$ cat src/rtl/lsu_wb_master.sv
// Load/store unit Wishbone master: one CPU load/store request becomes a single
// word-aligned pipelined Wishbone transaction with byte-lane selects. Load
// data is aligned and sign/zero-extended; misaligned or invalid requests and
// bus timeouts complete with an error instead of hanging the core.
module lsu_wb_master #(
  parameter int unsigned TIMEOUT = 16
) (
  input  logic        i_clk,
  input  logic        i_reset_n,
  input  logic        i_req,
  input  logic        i_we,
  input  logic [2:0]  i_funct3,
  input  logic [31:0] i_addr,
  input  logic [31:0] i_wdata,
  output logic        o_busy,
  output logic        o_done,
  output logic        o_err,
  output logic [31:0] o_rdata,
  output logic        o_wb_stb,
  output logic        o_wb_we,
  output logic [31:0] o_wb_addr,
  output logic [31:0] o_wb_data,
  output logic [3:0]  o_wb_sel,
  input  logic [31:0] i_wb_data,
  input  logic        i_wb_ack,
  input  logic        i_wb_stall
);

  typedef enum logic [1:0] {IDLE, REQ, WAIT, DONE} state_t;

  // A zero TIMEOUT disables the watchdog; keep the counter at least one bit wide.
  localparam int unsigned CW   = (TIMEOUT > 0) ? $clog2(TIMEOUT + 1) : 1;
  localparam int unsigned LAST = (TIMEOUT > 0) ? TIMEOUT - 1 : 0;
  localparam logic [CW-1:0] CNT_LAST = CW'(LAST);

  state_t        state;
  logic [CW-1:0] cnt;
  logic [2:0]    funct3_q;
  logic [1:0]    off_q;
  logic          timeout_hit;

  // The counter reaches TIMEOUT on the edge where it would step past LAST.
  assign timeout_hit = (TIMEOUT != 0) && (cnt == CNT_LAST);

  // Request legality: known funct3 for the direction, natural alignment.
  function automatic logic is_legal(input logic we, input logic [2:0] f3,
                                    input logic [1:0] off);
    logic ok;
    ok = 1'b0;
    case (f3)
      3'b000:  ok = 1'b1;
      3'b001:  ok = !off[0];
      3'b010:  ok = (off == 2'b00);
      3'b100:  ok = !we;
      3'b101:  ok = !we && !off[0];
      default: ok = 1'b0;
    endcase
    return ok;
  endfunction

  function automatic logic [3:0] lane_sel(input logic [2:0] f3, input logic [1:0] off);
    logic [3:0] sel;
    case (f3[1:0])
      2'b00:   sel = 4'b0001 << off;
      2'b01:   sel = 4'b0011 << off;
      default: sel = 4'b1111;
    endcase
    return sel;
  endfunction

  function automatic logic [31:0] lane_data(input logic [2:0] f3, input logic [31:0] wdata);
    logic [31:0] d;
    case (f3[1:0])
      2'b00:   d = {4{wdata[7:0]}};
      2'b01:   d = {2{wdata[15:0]}};
      default: d = wdata;
    endcase
    return d;
  endfunction

  function automatic logic [31:0] load_extract(input logic [2:0] f3, input logic [1:0] off,
                                               input logic [31:0] data);
    logic [31:0] sh;
    logic [31:0] r;
    sh = data >> {off, 3'b000};
    case (f3)
      3'b000:  r = {{24{sh[7]}}, sh[7:0]};
      3'b100:  r = {24'h0, sh[7:0]};
      3'b001:  r = {{16{sh[15]}}, sh[15:0]};
      3'b101:  r = {16'h0, sh[15:0]};
      default: r = data;
    endcase
    return r;
  endfunction

  // Transaction FSM with registered outputs; bus address/data/sel/we are only
  // rewritten on a new legal request, so they stay stable through the ack.
  always_ff @(posedge i_clk) begin
    if (!i_reset_n) begin
      state     <= IDLE;
      cnt       <= '0;
      funct3_q  <= 3'b000;
      off_q     <= 2'b00;
      o_busy    <= 1'b0;
      o_done    <= 1'b0;
      o_err     <= 1'b0;
      o_rdata   <= '0;
      o_wb_stb  <= 1'b0;
      o_wb_we   <= 1'b0;
      o_wb_addr <= '0;
      o_wb_data <= '0;
      o_wb_sel  <= 4'b0000;
    end else begin
      // NOTE: non-blocking assignments throughout, so every branch reads the
      // pre-edge register values and the default pulse clears below are safe.
      o_done <= 1'b0;
      o_err  <= 1'b0;
      case (state)
        IDLE: begin
          if (i_req) begin
            o_busy <= 1'b1;
            if (is_legal(i_we, i_funct3, i_addr[1:0])) begin
              state     <= REQ;
              cnt       <= '0;
              funct3_q  <= i_funct3;
              off_q     <= i_addr[1:0];
              o_wb_stb  <= 1'b1;
              o_wb_we   <= i_we;
              o_wb_addr <= {2'b00, i_addr[31:2]};
              o_wb_data <= lane_data(i_funct3, i_wdata);
              o_wb_sel  <= lane_sel(i_funct3, i_addr[1:0]);
            end else begin
              state   <= DONE;
              o_done  <= 1'b1;
              o_err   <= 1'b1;
              o_rdata <= '0;
            end
          end
        end
        REQ: begin
          cnt <= cnt + 1'b1;
          if (timeout_hit) begin
            state    <= DONE;
            o_wb_stb <= 1'b0;
            o_done   <= 1'b1;
            o_err    <= 1'b1;
            o_rdata  <= '0;
          end else if (!i_wb_stall) begin
            state    <= WAIT;
            o_wb_stb <= 1'b0;
          end
        end
        WAIT: begin
          cnt <= cnt + 1'b1;
          if (i_wb_ack) begin
            state   <= DONE;
            o_done  <= 1'b1;
            o_rdata <= o_wb_we ? 32'h0 : load_extract(funct3_q, off_q, i_wb_data);
          end else if (timeout_hit) begin
            state   <= DONE;
            o_done  <= 1'b1;
            o_err   <= 1'b1;
            o_rdata <= '0;
          end
        end
        default: begin
          state  <= IDLE;
          o_busy <= 1'b0;
        end
      endcase
    end
  end

endmodule

$ cat config.mk
export PLATFORM = sky130hd
export DESIGN_NAME = lsu_wb_master
export DESIGN_NICKNAME = d
export VERILOG_FILES = /design/src/rtl/lsu_wb_master.sv
export SDC_FILE = /design/constraint.sdc
export NUM_CORES = 1
export LEC_CHECK = 0
export CORE_MARGIN = 4
export CORE_UTILIZATION = 50
export CTS_CLUSTER_DIAMETER = 100
export DETAILED_ROUTE_END_ITERATION = 8
export DONT_BUFFER_PORTS = 1
export PLACE_DENSITY = 0.8
export SYNTH_ARGS = -nofsm -noshare
export SYNTH_HDL_FRONTEND = slang
export SYNTH_SLANG_ARGS = --single-unit
$ cat constraint.sdc
create_clock -name i_clk -period 1.9 [get_ports i_clk]
set_clock_uncertainty 0.2 [all_clocks]
set_input_delay 0.285 -clock i_clk [delete_from_list [all_inputs] [get_ports i_clk]]
set_output_delay 0.285 -clock i_clk [all_outputs]
set_load 0.005 [all_outputs]
==> out/qor.txt <==
Status - finished, violations left
Failing checks - negative hold slack, negative setup slack
Post-Syn Area - 5450 um2
Fmax - 503 MHz
Worst EP arrival - 2.24 ns
R2R depth - 8
P per Cell Area - 1100 nW/um2
Crit path kind - reg2reg
Endpoints failing setup - 33
Synth cell types - 55
RSZ-0062 raised after global routing - true
Metal3 WL - 2520 um
Post-synthesis cell count - 657
TritonCTS clock tree - done
Post-DP Area - 5800 um2
Finished Cell Area - 7830 um2
Vias per Instance - 6.41
Layout Utilization - 74.8%
Worst hold path class - in2reg
Highest Signal Layer - met4
VDD IR max - 0.000619 V
Met2 routed WL - 10500 um
Dpl hpwl - 11400 um
Root Buffer - clkbuf_8
Clock latency on the worst-skew pair - 0.53 ns
Top_reg_cell synth - dfxtp_1
Routed len/inst - 22.9 um
Ys Warns - 0
Die height - 112 um
H-tree levels - 4
Antenna violations before repair - 0
Area Growth Syn to Fin - 43.6%
Met1 wire length - 7440 um
IO buf count - 0
Post-synth top area share - 42.3%
Max Slew Vio Count - 0
Critical Path RT - 2.15 ns
Ranking of synthesized cells by area - dfxtp_1 42%, nand2_1 9.1%, a21oi_1 6.4%
Drt total wl - 21500 um
Pre-antenna DRT Iters - 8
Gpl congestion - 0.851
Final min period - 1.99 ns
CP max FO - 5
Most common cell in the netlist - nand2_1
Max capacitance violation total - 0
Sequential-to-total area share from yosys stat - 42.3%
Core area - 10500 um2
Endpoint class of the critical path - flop
Worst slew pin tran - 0.992 ns
Global-route wire length before repair - 32800 um
Final Hold Vio Count - 3
Clock sink total - 115
Number of global-route vias before repair - 6046
Pin count of the biggest net entering global routing - 78
Max Root-Sink Buffers - 2
Dominant cell type by area after synthesis - dfxtp_1
Final Cycle Share - 105%
Synthesized area per cell - 8.29 um2
Share of cells above drive strength 1 - 16.7%
Top Ports - 210
GR Overflow Total - 0
Post-detailed-route DRC marker count - 0
Most common library cells after synthesis - 132 x nand2_1, 115 x dfxtp_1, 70 x a21oi_1
Number of flops mapped to enable cells by yosys - 0
Number of buffers created by CTS - 17
Fillers - 636
Worst Hold Depth - 4
Ant. Diodes - 0
Clock Pin Slew Worst Setup and Hold Paths - 0.06 ns
Critical path launch point type - flop
Initial Utilization - 52.1%
#FFs+latches synth - 115
Routed vias - 6015
Rows - 37
Die area - 12600 um2
Initial DRC count - 739
Die X - 112 um
Ys async rst share - 0%
Normalized max-slew margin - 33.9%
# nets final - 900
Post-route ant nets - 0
Tot GR Track Use - 32.4%
Worst setup margin - -0.0861 ns
Pleak - 2.89 nW
Dpl ws - -0.138 ns
Worst hold slack - -0.0132 ns
cell type report:
cell class / count / area (um2) / area share, %
multi-input combinational: 477 / 2990 / 38.2
clock inverter: 15 / 195 / 2.49
clock buffer: 17 / 414 / 5.29
timing repair buffer: 167 / 1700 / 21.7
tap: 136 / 170 / 2.17
inverter: 11 / 46.3 / 0.592
sequential: 115 / 2320 / 29.6
layout by cell type, fill, tap and decap left out, types with 12 or more instances in the layout:
cell type,instances
nand2_1,131
dlygate4sd3_1,112
dfxtp_1,110
a21oi_1,70
buf_4,39
nor2_1,34
o21ai_0,31
mux2i_1,22
nand2b_1,21
clkbuf_16,17
nor2b_1,15
a32o_1,12
metal layers:
metal,global-route usage (%),vias to the layer above
met4,15.8,0
met1,35.7,2830
met5,0,-
li1,-,2586
met2,55.6,490
met3,11.1,109
metrics by stage:
stage          power [mW]  hold slack (ns)  cells  setup TNS [ns]
2_1_floorplan        4.07            0.214    658               0
3_3_place_gp         4.55            0.215    777         -0.0119
3_5_place_dp         4.65            0.218    777           -1.21
4_1_cts              8.32          0.00637    932          -0.930
5_1_grt              8.92          0.00267    938           -3.51
6_report             8.59          -0.0132    938           -1.83
kinds of logic after synthesis:
kind of cell / Yosys count / synth area share [%]
simple gates: 243 / 20.3
xor+xnor: 1 / 0.161
compound gates: 193 / 24.0
other cells: 1 / 0.0688
fa+ha+maj: 6 / 1.38
flops: 115 / 42.3
mux: 32 / 6.31
buf+inv: 66 / 5.58
sequential cells by signal, summed over array words and instances, names as in the netlist:
name       flops
o_wb_stb       1
cnt            5
o_busy         1
o_wb_sel       4
o_wb_we        1
state          2
o_err          1
o_wb_addr     30
off_q          2
o_done         1
funct3_q       3
o_rdata       32
o_wb_data     32
final timing paths:
path | from | end | slack, ns
worst max register to register | state[0] | o_rdata[12] | -0.09
worst max-delay path | state[0] | o_rdata[12] | -0.09
worst min-delay path | i_funct3[1] | o_wb_data[12] | -0.01
worst min register to register | o_wb_data[31] | o_wb_data[31] | 0.28
worst max-delay path: stages (launching register included):
cell	delay, ns
dfxtp_4	0.37
inv_4	0.05
ha_4	0.28
nand3_2	0.08
o32ai_4	0.24
buf_4	0.16
nand4_1	0.21
buf_6	0.22
o2bb2ai_1	0.12
power breakdown:
group	internal [mW]	switching (mW)
registers	2.68	0.255
logic	1.10	1.25
clock network	2.04	1.27
timing repair:
item | CTS | global route
hold buffers | 114 | 0
gates resized for setup | 14 | 24
hold endpoints to repair | 115 | 0
gates cloned | 1 | 1
endpoints found under the setup margin | 32 | 65
setup buffers | 8 | 5
pin swaps | 9 | 7
Note: power is estimated with default switching activity, not from simulation.
